--- src/rtl/ram_arbiter.sv ---
// Shares one single-port RAM between an instruction-fetch requester (m0) and a
// data requester (m1): same-cycle grant, one-cycle-latency response routing.
module ram_arbiter #(
   parameter int unsigned RR_MODE = 1
) (
   input  logic        clk,
   input  logic        rst_n,

   input  logic        m0_req,
   output logic        m0_gnt,
   input  logic [31:0] m0_addr,
   input  logic        m0_we,
   input  logic [3:0]  m0_be,
   input  logic [31:0] m0_wdata,
   output logic        m0_rvalid,
   output logic [31:0] m0_rdata,

   input  logic        m1_req,
   output logic        m1_gnt,
   input  logic [31:0] m1_addr,
   input  logic        m1_we,
   input  logic [3:0]  m1_be,
   input  logic [31:0] m1_wdata,
   output logic        m1_rvalid,
   output logic [31:0] m1_rdata,

   output logic        ram_req,
   output logic [31:0] ram_addr,
   output logic        ram_we,
   output logic [3:0]  ram_be,
   output logic [31:0] ram_wdata,
   input  logic [31:0] ram_rdata
);

   logic fixed_prio;
   logic any_req;
   logic sel1;
   logic last_gnt;
   logic rsp_valid;
   logic rsp_owner;

   assign fixed_prio = (RR_MODE == 0);

   // Requests are masked while reset is asserted so nothing reaches the RAM.
   assign any_req = rst_n & (m0_req | m1_req);

   // m1 wins when alone, under fixed priority, or when m0 won most recently.
   assign sel1 = rst_n & m1_req & (~m0_req | fixed_prio | ~last_gnt);

   assign m0_gnt = any_req & ~sel1;
   assign m1_gnt = sel1;

   assign ram_req   = any_req;
   assign ram_addr  = sel1 ? m1_addr  : m0_addr;
   assign ram_be    = sel1 ? m1_be    : m0_be;
   assign ram_wdata = sel1 ? m1_wdata : m0_wdata;
   assign ram_we    = rst_n & (sel1 ? m1_we : m0_we);

   // last_gnt resets to 1 so m0 takes the first contention.
   always_ff @(posedge clk or negedge rst_n) begin
      if (!rst_n) begin
         last_gnt  <= 1'b1;
         rsp_valid <= 1'b0;
         rsp_owner <= 1'b0;
      end else begin
         // NOTE: state registers use non-blocking assignment so every register
         // samples pre-edge values regardless of statement order.
         rsp_valid <= any_req;
         if (any_req) begin
            last_gnt  <= sel1;
            rsp_owner <= sel1;
         end
      end
   end

   assign m0_rvalid = rsp_valid & ~rsp_owner;
   assign m1_rvalid = rsp_valid &  rsp_owner;
   assign m0_rdata  = m0_rvalid ? ram_rdata : 32'h0;
   assign m1_rdata  = m1_rvalid ? ram_rdata : 32'h0;

endmodule

--- config.mk ---
export PLATFORM = sky130hd
export DESIGN_NAME = ram_arbiter
export DESIGN_NICKNAME = d
export VERILOG_FILES = /design/src/rtl/ram_arbiter.sv
export SDC_FILE = /design/constraint.sdc
export NUM_CORES = 1
export LEC_CHECK = 0
export CORE_AREA = 2 2 120 122
export CTS_CLUSTER_DIAMETER = 60
export DETAILED_ROUTE_END_ITERATION = 10
export DIE_AREA = 0 0 122 124
export GPL_ROUTABILITY_DRIVEN = 1
export HOLD_SLACK_MARGIN = 0.12
export PLACE_DENSITY_LB_ADDON = 0.25
export SYNTH_ARGS = -nofsm -noshare
export SYNTH_HDL_FRONTEND = slang
export SYNTH_SLANG_ARGS = --single-unit
--- constraint.sdc ---
create_clock -name clk -period 1.3 [get_ports clk]
set_clock_uncertainty 0.05 [all_clocks]
set_input_delay 0.13 -clock clk [delete_from_list [all_inputs] [get_ports clk]]
set_output_delay 0.13 -clock clk [all_outputs]
set_load 0.01 [all_outputs]
# ---- Word level (Yosys, flattened, before mapping)
# Cells that the tools add are included.
dict set report totals {
  regBits 3
  inputBits 174
  output_inout_bits 138
}
dict set report classes {
  mux 6
  bitwise 13
}
# operator n
set ops {}
lappend ops {{32-bit two-way mux} 4}
lappend ops {{1-bit bitwise AND} 7}
lappend ops {{4-bit two-way mux} 1}
lappend ops {{1-bit NOT} 4}
lappend ops {{1-bit OR} 2}
lappend ops {{1-bit two-way mux} 1}

# ---- Longest topological paths before layout
# Gate-level depths: netlist (run 1).
dict set report depth {
  word_depth 5
  mapped_depth 4
  ltp_nobuf 3
}

# ---- Least setup slack after synthesis (run 1)
# No wires, ideal clock.
dict set report synth_path {
  path_kind {register to output}
  start {reg last_gnt}
  end {out ram_wdata[10]}
  arrival_ns 1.320
  t_required_ns 1.120
  slack_ns -0.200
  stages_incl_launch_ff 5
  path_cell_list {dfstp_2 nand2_1 nand3_4 buf_4 mux2_2}
}
dict set report synth_between {
  elab_chain_cells 4
}
# item line_no
set synth_lines {}
lappend synth_lines {{from (decl)} 38} ;# logic last_gnt;
lappend synth_lines {{from (signal assigned)} 70} ;# last_gnt <= sel1;
lappend synth_lines {{1-bit NOT} 48} ;# assign sel1 = rst_n & m1_req & (~m0_req | fixed_prio | ~last_gnt);
lappend synth_lines {{1-bit OR} 48}
lappend synth_lines {{1-bit bitwise AND} 48}
lappend synth_lines {{32-bit two-way mux} 56} ;# assign ram_wdata = sel1 ? m1_wdata : m0_wdata;
lappend synth_lines {{to (decl)} 31} ;# output logic [31:0] ram_wdata,
# No other way between the ends.

# ---- Worst setup path in the final report (run 1)
dict set report layout_path {
  start {reg last_gnt}
  end {out ram_addr[14]}
}
dict set report layout_between {
  elab_chain_cells 4
}
# item line_no
set layout_lines {}
lappend layout_lines {{1-bit NOT} 48}
lappend layout_lines {{1-bit OR} 48}
lappend layout_lines {{1-bit bitwise AND} 48}
lappend layout_lines {{32-bit two-way mux} 54} ;# assign ram_addr = sel1 ? m1_addr : m0_addr;
lappend layout_lines {{to (decl)} 28} ;# output logic [31:0] ram_addr,
# No other way between the ends.

==> out/qor.txt, run 1 <==
outcome: finished, violations left
violated checks: negative setup slack
total negative setup slack: -53.10 ns
synthesis-to-finish area growth: 322%
Final HPWL DP: 8.60 mm
reported leakage power: 2.86 nW
number of instances in the synthesized netlist: 168
total net switching power: 1.01 mW
arrival time at the worst endpoint: 1.79 ns
Final Wtd Congestion: 0.721
total clock sinks: 3
clock-pin slew on the worst setup and hold paths: 0.03 ns
maximum number of pins on one net before global-route repair: 34
Via-to-Cell Ratio: 4.02
final design instance area without fill: 6120 µm²
Final Routed Wirelength: 12.8 mm
hold violation total from the final report: 0
DRT antenna net count: 0
warning count from the yosys run: 0
slew margin rel.: 0.862
Post-Syn Area per Cell: 8.62 µm²
Gate power share: 0.812
share of total power in sequential cells: 0.041
Bufs on Longest Clock Path: 2
antenna violations before repair: 1
setup slack on the worst flop-to-flop path: 0.17 ns
share of cells above drive strength 1: 0.644
Worst Setup Slack, final: -0.668 ns
sequential fraction of the synthesis area: 0.0527
placeable core region: 13,700 µm²
number of register bits inferred by synthesis: 3
max-slew violations: 0
Die Span X: 122 µm
via count of the first global-routing pass: 2,823
critical register-to-register path startpoint: rsp_owner$_DFFE_PN0P_
R2R depth: 5
sort of element at the start of the critical path: flip-flop
max-cap viol count: 0
number of DRC violations after detailed routing: 0
Initial Utilization: 0.106
post-synthesis instance area: 1450 µm²
worst r2r dst: rsp_owner$_DFFE_PN0P_
number of buffers created by CTS: 3
Clock Tree Root: sky130_fd_sc_hd__clkbuf_16
post-synthesis net count: 342
number of placement rows: 43
die extent in y: 124 µm
post-route clock period utilization: 1.51
CTS H-tree depth: 1
final hold slack: 0.130 ns
switching portion of total power: 0.302
setup repair after global routing missed its margin: true
violation count after the first detailed-route iteration: 41
crit-path max FO: 7
full die area: 15,100 µm²
shortest clock period the worst path allows after layout: 1.97 ns
Fmax achieved: 508 MHz
clock tree from TritonCTS: yes
classification of the worst-slack hold path: in -> async
post-place instance area: 4860 µm²
final setup violation count: 137
Power Total: 3.34 mW
Post-layout nets: 700
total global routing track utilization: 0.139
part of the power in the clock network: 0.147
first-pass GRT wire length: 16.1 mm
GR Overflow Total: 0
n_diodes: 0
number of ports placed on the die boundary: 312
CP required: 1.12 ns
worst-skew pair later-pin latency: 0.22 ns
kind of capture point of the worst setup path: primary output
Cell variety after synth: 20
Worst Max-Slew Pin Slew: 0.207 ns
type of the worst setup path: reg -> out
routed length per instance: 18.1 µm
Vias: 2,832
Pwr Density: 546 nW/µm²
fill count: 1,296
cell internal pwr: 2.33 mW
Worst VDD drop: 327 µV
number of buffers inserted by port buffering: 311
first-pass iteration count of the detailed router: 4
metal layers:
metal,vias up,routed length [µm],track usage
li1,1319,-,-
met1,1318,4450,0.150
met2,175,7020,0.278
met3,18,1040,0.0288
met4,2,252,0.0295
met5,-,16,0
cells in the final DEF, fill, tap and decap left out, types with 2 or more instances in the layout:
master and instances:
sky130_fd_sc_hd__and2_4 31, sky130_fd_sc_hd__clkbuf_2 12, sky130_fd_sc_hd__buf_8 2, sky130_fd_sc_hd__buf_12 11, sky130_fd_sc_hd__clkdlybuf4s50_1 171, sky130_fd_sc_hd__and3_4 32, sky130_fd_sc_hd__dlygate4sd2_1 2, sky130_fd_sc_hd__buf_16 4
sky130_fd_sc_hd__mux2_2 19, sky130_fd_sc_hd__buf_2 4, sky130_fd_sc_hd__mux2_4 49, sky130_fd_sc_hd__buf_4 9, sky130_fd_sc_hd__nand2_1 4, sky130_fd_sc_hd__buf_6 150, sky130_fd_sc_hd__clkbuf_16 7, sky130_fd_sc_hd__and2_1 2
sky130_fd_sc_hd__a21oi_2 2
sequential cells by signal, summed over array words and instances, names as in the netlist:
register   flops
rsp_valid      1
last_gnt       1
rsp_owner      1
cell families after synthesis:
kind of cell,after synthesis,share of synthesized area
flops,3,0.0527
simple gates,72,0.310
buf+inv,19,0.0794
compound gates,6,0.0268
mux,68,0.531
Yosys cell counts (all sizes together):
cell type / number / area [µm²]
dfrtp: 2 / 50.1
inv: 2 / 7.51
buf: 8 / 72.6
and2: 33 / 206
nand2: 5 / 18.8
mux2: 68 / 769
o21a: 1 / 7.51
clkbuf: 9 / 35.0
a31oi: 1 / 6.26
and3: 32 / 200
nand3: 1 / 17.5
a21oi: 3 / 15.0
a41o: 1 / 10.0
nor2b: 1 / 6.26
dfstp: 1 / 26.3
cell type report:
| cell class | count | area [µm²] | area share |
|---|---|---|---|
| repair buffers | 370 | 4040 | 0.660 |
| multi-input cells | 146 | 1690 | 0.277 |
| well taps | 180 | 225 | 0.0368 |
| clock buffers | 4 | 78.8 | 0.0129 |
| flip-flops and latches | 3 | 77.6 | 0.0127 |
| inverters | 2 | 7.51 | 0.00123 |
per-stage QoR:
stage | utilization | setup WS [ns] | instances
6_report | 0.446 | -0.668 | 705
4_1_cts | 0.407 | -0.745 | 700
5_1_grt | 0.446 | -0.724 | 705
3_5_place_dp | 0.354 | -0.849 | 656
3_3_place_gp | 0.354 | -0.845 | 656
2_1_floorplan | - | -0.137 | 168
worst max-delay path by stage:
stage	slack, ns	start	endpoint	depth (start not counted)
after CTS	-0.75	last_gnt$_DFFE_PN1P_	ram_addr[26]	5
final	-0.67	last_gnt$_DFFE_PN1P_	ram_addr[14]	7
after global placement	-0.85	m0_req	ram_wdata[5]	6
after global routing	-0.72	last_gnt$_DFFE_PN1P_	ram_addr[14]	7
after floorplan	-0.14	last_gnt$_DFFE_PN1P_	ram_addr[0]	4
after detailed placement	-0.85	m0_req	ram_wdata[5]	6
critical path, cell delays in order, from the launching register on:
cell	delay (ns)
sky130_fd_sc_hd__dfstp_2	0.53
sky130_fd_sc_hd__nand2_2	0.07
sky130_fd_sc_hd__nand3_4	0.14
sky130_fd_sc_hd__buf_12	0.16
sky130_fd_sc_hd__clkbuf_16	0.15
sky130_fd_sc_hd__buf_6	0.09
sky130_fd_sc_hd__mux2_4	0.29
sky130_fd_sc_hd__buf_6	0.12
repair_timing:
item,4_1_cts,5_1_grt
cloned,10,4
gates resized for setup,604,237
setup buffers,29,11
pin swaps,11,13
hold endpoints to repair,2,0
setup endpoints to repair,138,137
hold buffers,1,0
power groups by stage:
stage	clock network, mW	logic (mW)	registers [mW]
2_1_floorplan	0	0.641	0.127
3_3_place_gp	0	1.88	0.120
3_5_place_dp	0	1.88	0.121
4_1_cts	0.497	2.42	0.137
5_1_grt	0.516	2.84	0.140
6_report	0.492	2.71	0.137
Power figures use the tool's default switching activity.
==> inputs of run 2 (changes only) <==
--- a/config.mk
+++ b/config.mk
@@ -5,6 +5,7 @@
 export SDC_FILE = /design/constraint.sdc
 export NUM_CORES = 1
 export LEC_CHECK = 0
+export ABC_AREA = 1
 export CORE_AREA = 2 2 120 122
 export CTS_CLUSTER_DIAMETER = 60
 export DETAILED_ROUTE_END_ITERATION = 10
==> out/qor.txt, run 2 <==
outcome: finished, violations left
violated checks: negative setup slack
Vias: 3,626 (+28%)
cell internal pwr: 1.93 mW (-17%)
number of buffers created by CTS: 3 (unchanged)
clock-pin slew on the worst setup and hold paths: 0.03 ns (about the same)
Synth top area share: 0.296 (-0.186)
Final Wtd Congestion: 0.805 (+12%)
maximum number of pins on one net before global-route repair: 36 (+5.9%)
number of flops mapped to enable cells by yosys: 0 (unchanged)
Worst Max-Slew Pin Slew: 0.516 ns (+0.309 ns)
synthesis-to-finish area growth: 175%
Via-to-Cell Ratio: 4.04 (+0.52%)
Final HPWL DP: 9.62 mm (+12%)
share of total power in sequential cells: 0.039 (-0.002)
Worst Setup Slack, final: -0.470 ns (+0.198 ns)
kind of capture point of the worst setup path: primary output
cell types occupying the most area after synthesis: sky130_fd_sc_hd__nand2_4 (30%), sky130_fd_sc_hd__nand2_2 (16%), sky130_fd_sc_hd__nand3_1 (13%), sky130_fd_sc_hd__nor2_1 (11%), sky130_fd_sc_hd__inv_1 (5.5%)
warning count from the yosys run: 0 (unchanged)
post-route clock period utilization: 1.36 (-0.153)
slew margin rel.: 0.652 (-0.209)
Die Span X: 122 µm (unchanged)
Worst VDD drop: 473 µV (+44%)
R2R depth: 7 (+2)
family with the most delay on the worst path: flip-flops
violation count after the first detailed-route iteration: 85 (+110%)
most common cell in the synthesized netlist: sky130_fd_sc_hd__nor2_1
Post-Syn Area per Cell: 6.59 µm² (-24%)
number of gates on the worst path with buffers counted: 9 (+2)
first-pass GRT wire length: 17.6 mm (+9.2%)
worst-skew pair later-pin latency: 0.22 ns (about the same)
hold violation total from the final report: 0 (unchanged)
reported leakage power: 3.39 nW (+19%)
async set-or-reset flop fraction in the synthesized netlist: 1.00 (unchanged)
most instantiated cells after synthesis: sky130_fd_sc_hd__nor2_1 (65), sky130_fd_sc_hd__nand2_2 (61), sky130_fd_sc_hd__nand2_4 (61)
Bufs on Longest Clock Path: 2 (unchanged)
number of register bits inferred by synthesis: 3 (unchanged)
Regs by FF count: last_gnt x1, rsp_owner x1, rsp_valid x1
number of DRC violations after detailed routing: 0 (unchanged)
n_diodes: 0 (unchanged)
highest-count cells in the layout ignoring fill and taps: sky130_fd_sc_hd__clkdlybuf4s50_1 (171), sky130_fd_sc_hd__buf_6 (70), sky130_fd_sc_hd__nand2_4 (63)
CP required: 1.12 ns (about the same)
GR Overflow Total: 0 (unchanged)
post-synthesis net count: 526 (+54%)
antenna violations before repair: 0 (-1)
Clock Tree Root: sky130_fd_sc_hd__clkbuf_16
number of ports placed on the die boundary: 312 (unchanged)
die extent in y: 124 µm (unchanged)
placeable core region: 13,700 µm² (unchanged)
Pwr Density: 487 nW/µm² (-11%)
top_reg_cell synth: sky130_fd_sc_hd__dfrtp_1
setup slack at placement: -0.760 ns (+0.0897 ns)
crit-path max FO: 6 (-1)
Fmax achieved: 565 MHz (+11%)
number of placement rows: 43 (unchanged)
first-pass iteration count of the detailed router: 4 (unchanged)
fill count: 1,372 (+5.9%)
max-cap viol count: 0 (unchanged)
classification of the worst-slack hold path: reg -> reg
routed length per instance: 14.7 µm (-19%)
worst hold path depth: 2
final setup violation count: 139 (+1.5%)
type of the worst setup path: reg -> out
most common library cell in the layout ignoring fill and taps: sky130_fd_sc_hd__clkdlybuf4s50_1
library cell appearing most often on the critical path: sky130_fd_sc_hd__buf_6
Final Routed Wirelength: 13.2 mm (+3.6%)
switching portion of total power: 0.382 (+0.0800)
sum of buffers and inverters on the critical path: 5 (+1)
full die area: 15,100 µm² (unchanged)
share of cells above drive strength 1: 0.535 (-0.109)
CTS H-tree depth: 1 (unchanged)
number of buffers inserted by port buffering: 311 (unchanged)
CP max-delay cell: sky130_fd_sc_hd__dfstp_2
DRT antenna net count: 0 (unchanged)
sort of element at the start of the critical path: flip-flop
final hold slack: 0.453 ns (+0.323 ns)
total net switching power: 1.19 mW (+18%)
shortest clock period the worst path allows after layout: 1.77 ns (-0.198 ns)
total negative setup slack: -36.39 ns (+16.71 ns)
setup repair after global routing missed its margin: true
number of instances in the synthesized netlist: 352 (+110%)
Post-layout nets: 893 (+28%)
part of the power in the clock network: 0.155 (+0.008)
arrival time at the worst endpoint: 1.59 ns (-0.20 ns)
slowest stage delay, CP: 0.57 ns (+0.04 ns)
max-slew violations: 0 (unchanged)
total clock sinks: 3 (unchanged)
sequential fraction of the synthesis area: 0.0329 (-0.0198)
Initial Utilization: 0.169 (+0.0636)
post-synthesis instance area: 2320 µm² (+60%)
total global routing track utilization: 0.147 (+0.00785)
cell chain of the critical path: nand2_8 -> nand2_8 -> buf_8 -> buf_6 -> buf_6 -> buf_6 -> nand2_4 -> nand2_2 -> buf_6
Gate power share: 0.806 (-0.006)
via count of the first global-routing pass: 3,460 (+23%)
clock tree from TritonCTS: yes
Cell variety after synth: 18 (-10%)
largest area contributor in the synthesized netlist: sky130_fd_sc_hd__nand2_4
## run 2: changes by cell type after synthesis, moves of 32 or more
cell,previous run,this run
sky130_fd_sc_hd__mux2_2,62,0
sky130_fd_sc_hd__and2_1,33,0
sky130_fd_sc_hd__and3_1,32,0
sky130_fd_sc_hd__nand2_4,0,61
sky130_fd_sc_hd__nor2_1,0,65
sky130_fd_sc_hd__nand3_1,0,59
sky130_fd_sc_hd__inv_1,2,34
sky130_fd_sc_hd__nand2_2,0,61
## run 2: cell families (layout without fill, tap and decap cells)
| kind of cell | count (synthesis) | in the layout | synth area share |
|---|---|---|---|
| AO/OA/AOI/OAI | 1 | 1 | 0.00215 |
| AND/OR/NAND/NOR | 282 | 283 | 0.786 |
| buffers and inverters | 66 | 431 | 0.179 |
| flip-flops | 3 | 3 | 0.0329 |
## run 2: final timing paths
path	from	end	slack, ns
max in group asynchronous	rst_n	last_gnt$_DFFE_PN1P_	0.49
worst max-delay path	last_gnt$_DFFE_PN1P_	ram_wdata[11]	-0.47
worst max register to register	last_gnt$_DFFE_PN1P_	rsp_owner$_DFFE_PN0P_	-0.15
worst min register to register	last_gnt$_DFFE_PN1P_	last_gnt$_DFFE_PN1P_	0.45
min in group asynchronous	rst_n	rsp_owner$_DFFE_PN0P_	0.52
worst min-delay path	last_gnt$_DFFE_PN1P_	last_gnt$_DFFE_PN1P_	0.45
## run 2: area by class of cell
| type | instances | area [µm²] | area share |
|---|---|---|---|
| Timing Repair Buffer | 386 | 3770 | 0.590 |
| Multi-Input combinational cell | 284 | 2050 | 0.322 |
| Tap cell | 180 | 225 | 0.0352 |
| Inverter | 39 | 164 | 0.0257 |
| Clock buffer | 4 | 78.8 | 0.0123 |
| Sequential cell | 3 | 77.6 | 0.0121 |
| Timing Repair inverter | 2 | 22.5 | 0.00352 |
## run 2: power groups by stage
| stage | sequential, mW | clock, mW | combinational, mW |
|---|---|---|---|
| 2_1_floorplan | 0.116 | 0 | 0.887 |
| 3_3_place_gp | 0.117 | 0 | 2.19 |
| 3_5_place_dp | 0.117 | 0 | 2.21 |
| 4_1_cts | 0.122 | 0.487 | 2.42 |
| 5_1_grt | 0.123 | 0.494 | 2.67 |
| 6_report | 0.123 | 0.482 | 2.51 |
## run 2: what timing repair did
item / 4_1_cts / 5_1_grt
resized for setup: 299 / 323
hold buffers: 2 / 0
pin swaps: 2 / 2
gates cloned: 6 / 4
buffers inserted: 29 / 29
hold endpoints to repair: 2 / 0
endpoints found under the setup margin: 139 / 140
## run 2: per-stage QoR
stage / std cells / utilization / power, mW / area, µm²
2_1_floorplan: 352 / - / 1.00 / 2320
3_3_place_gp: 839 / 0.413 / 2.31 / 5670
3_5_place_dp: 839 / 0.413 / 2.32 / 5670
4_1_cts: 880 / 0.453 / 3.03 / 6220
5_1_grt: 898 / 0.466 / 3.29 / 6390
6_report: 898 / 0.466 / 3.11 / 6390
## run 2: routing by layer
metal / routed length [µm] / GRT usage
met5: 0 / 0
met1: 4460 / 0.138
met3: 1150 / 0.0398
met4: 101 / 0.0201
met2: 7530 / 0.317
## run 2: worst min-delay path, cell delays in order (launching register included)
cell and delay [ns]:
sky130_fd_sc_hd__dfstp_2 0.39, sky130_fd_sc_hd__nand2_1 0.07, sky130_fd_sc_hd__nand2_1 0.04
==> inputs of run 3 (changes only) <==
--- a/config.mk
+++ b/config.mk
@@ -6,6 +6,7 @@
 export NUM_CORES = 1
 export LEC_CHECK = 0
 export ABC_AREA = 1
+export ABC_CLOCK_PERIOD_IN_PS = 1300
 export CORE_AREA = 2 2 120 122
 export CTS_CLUSTER_DIAMETER = 60
 export DETAILED_ROUTE_END_ITERATION = 10
@@ -13,6 +14,7 @@
 export GPL_ROUTABILITY_DRIVEN = 1
 export HOLD_SLACK_MARGIN = 0.12
 export PLACE_DENSITY_LB_ADDON = 0.25
+export SETUP_SLACK_MARGIN = 0.4
 export SYNTH_ARGS = -nofsm -noshare
 export SYNTH_HDL_FRONTEND = slang
 export SYNTH_SLANG_ARGS = --single-unit
==> out/qor.txt, run 3 (same netlist as run 2, synthesis figures left out) <==
post-route clock period utilization: 1.41 (+0.0498)
Layout Cells excl Fill: 942 (+4.9%)
max-cap viol count: 0 (unchanged)
hold violation total from the final report: 0 (unchanged)
Final Wtd Congestion: 0.780 (-3.1%)
type of the worst setup path: reg -> out
slowest stage delay, CP: 0.57 ns (about the same)
arrival time at the worst endpoint: 1.65 ns (+0.06 ns)
kind of capture point of the worst setup path: primary output
post-place instance area: 6540 µm² (+15%)
Fmax achieved: 545 MHz (-3.5%)
worst r2r dst: rsp_owner$_DFFE_PN0P_
setup slack on the worst flop-to-flop path: 0.11 ns (+0.26 ns)
violated checks: negative setup slack
most common library cell in the layout ignoring fill and taps: sky130_fd_sc_hd__clkdlybuf4s50_1
Post-layout nets: 937 (+4.9%)
sort of element at the start of the critical path: flip-flop
critical register-to-register path startpoint: last_gnt$_DFFE_PN1P_
capture endpoint of the worst hold path: rsp_valid$_DFF_PN0_
full die area: 15,100 µm² (unchanged)
Vias: 3,930 (+8.4%)
die extent in y: 124 µm (unchanged)
sum of buffers and inverters on the critical path: 2 (-3)
family with the most delay on the worst path: buffers and inverters
Via-to-Cell Ratio: 4.17 (+3.3%)
DRT antenna net count: 0 (unchanged)
worst hold path depth: 4 (+2)
setup repair after global routing missed its margin: true
final design instance area without fill: 8510 µm² (+33%)
Worst Setup Slack, final: -0.535 ns (-0.0647 ns)
outcome: finished, violations left
reported leakage power: 3.79 nW (+12%)
post-layout util: 0.620 (+0.154)
slew margin rel.: 0.837 (+0.184)
first-pass GRT wire length: 21.5 mm (+22%)
total global routing track utilization: 0.181 (+0.0335)
Die Span X: 122 µm (unchanged)
setup slack at placement: -0.742 ns (+0.0181 ns)
maximum number of pins on one net before global-route repair: 20 (-44%)
n_diodes: 0 (unchanged)
startpoint of the lowest-slack hold path: m1_req
Regs by FF count: last_gnt x1, rsp_owner x1, rsp_valid x1
number of buffers inserted by port buffering: 311 (unchanged)
fill count: 1,069 (-22%)
first-pass iteration count of the detailed router: 4 (unchanged)
max-slew violations: 0 (unchanged)
synthesis-to-finish area growth: 267%
antenna violations before repair: 0 (unchanged)
final setup violation count: 136 (-2.2%)
worst-skew pair later-pin latency: 0.22 ns (about the same)
classification of the worst-slack hold path: in -> reg
R2R depth: 5 (-2)
share of cells above drive strength 1: 0.684 (+0.149)
Initial Utilization: 0.169 (unchanged)
Bufs on Longest Clock Path: 2 (unchanged)
GR Overflow Total: 0 (unchanged)
Pwr Density: 484 nW/µm² (-0.64%)
number of placed instances, taps included: 844 (+0.60%)
number of buffers created by CTS: 3 (unchanged)
CP max-delay cell: sky130_fd_sc_hd__dfstp_2
crit-path max FO: 19 (+13)
total clock sinks: 3 (unchanged)
CTS H-tree depth: 1 (unchanged)
number of ports placed on the die boundary: 312 (unchanged)
shortest clock period the worst path allows after layout: 1.83 ns (+0.0647 ns)
Final Routed Wirelength: 15.2 mm (+15%)
final hold slack: 0.279 ns (-0.175 ns)
clock-pin slew on the worst setup and hold paths: 0.03 ns (about the same)
violation count after the first detailed-route iteration: 90 (+5.9%)
routed length per instance: 16.1 µm (+9.5%)
via count of the first global-routing pass: 4,139 (+20%)
clock tree from TritonCTS: yes
Final HPWL DP: 10.0 mm (+3.9%)
Worst Max-Slew Pin Slew: 0.245 ns (-0.271 ns)
number of DRC violations after detailed routing: 0 (unchanged)
CP required: 1.12 ns (about the same)
highest-count cells in the layout ignoring fill and taps: sky130_fd_sc_hd__clkdlybuf4s50_1 (170), sky130_fd_sc_hd__buf_6 (156), sky130_fd_sc_hd__nand2_4 (119)
Clock Tree Root: sky130_fd_sc_hd__clkbuf_16
Worst VDD drop: 351 µV (-26%)
number of placement rows: 43 (unchanged)
placeable core region: 13,700 µm² (unchanged)
cell chain of the critical path: nand2_8 -> bufbuf_16 -> nand3_1 -> nand2_4 -> dlygate4sd2_1
-- run 3: metal layers --
layer,share of wire,track usage
met5,0,0
met4,0.0091,0.0223
met3,0.089,0.0540
met2,0.57,0.367
met1,0.33,0.185
-- run 3: cell type report --
type,count,area (µm²),area share
tap,180,225,0.0265
inverter,39,166,0.0196
timing repair buffer,432,5000,0.588
sequential,3,77.6,0.00912
multi-input combinational,284,2960,0.348
clock buffer,4,78.8,0.00927
-- run 3: repair_timing --
item / CTS / global route
pin swaps: 4 / 13
endpoints found under the hold margin: 3 / 0
setup endpoints to repair: 141 / 140
hold buffers: 1 / 0
gates resized for setup: 727 / 90
cloned: 13 / 3
setup buffers: 60 / 17
-- run 3: power by group --
group          internal [mW]  total (mW)  switching [mW]
Combinational           2.04        3.50            1.46
Sequential             0.108       0.128          0.0193
Clock                  0.405       0.491          0.0862
Total                   2.56        4.12            1.56
-- run 3: how the worst max path moves through the flow --
stage	from	endpoint	slack [ns]	cells after the start
after detailed placement	m1_req	ram_addr[19]	-0.74	8
after global routing	last_gnt$_DFFE_PN1P_	ram_addr[11]	-0.57	9
final	last_gnt$_DFFE_PN1P_	ram_addr[12]	-0.53	5
after global placement	m1_req	ram_wdata[29]	-0.72	8
after floorplan	last_gnt$_DFFE_PN1P_	ram_addr[0]	0.08	5
after CTS	last_gnt$_DFFE_PN1P_	ram_be[3]	-0.55	9
-- run 3: stage by stage --
| stage | setup TNS, ns | power, mW |
|---|---|---|
| 6_report | -49.35 | 4.12 |
| 5_1_grt | -56.49 | 4.34 |
| 4_1_cts | -50.41 | 3.87 |
| 3_5_place_dp | -70.89 | 2.71 |
| 3_3_place_gp | -69.66 | 2.68 |
| 2_1_floorplan | 0 | 1.39 |
-- run 3: tightest hold or removal path, delay by kind of cell --
family          cells  cell delay, ns
compound gates      1            0.07
buf+inv             3            0.30
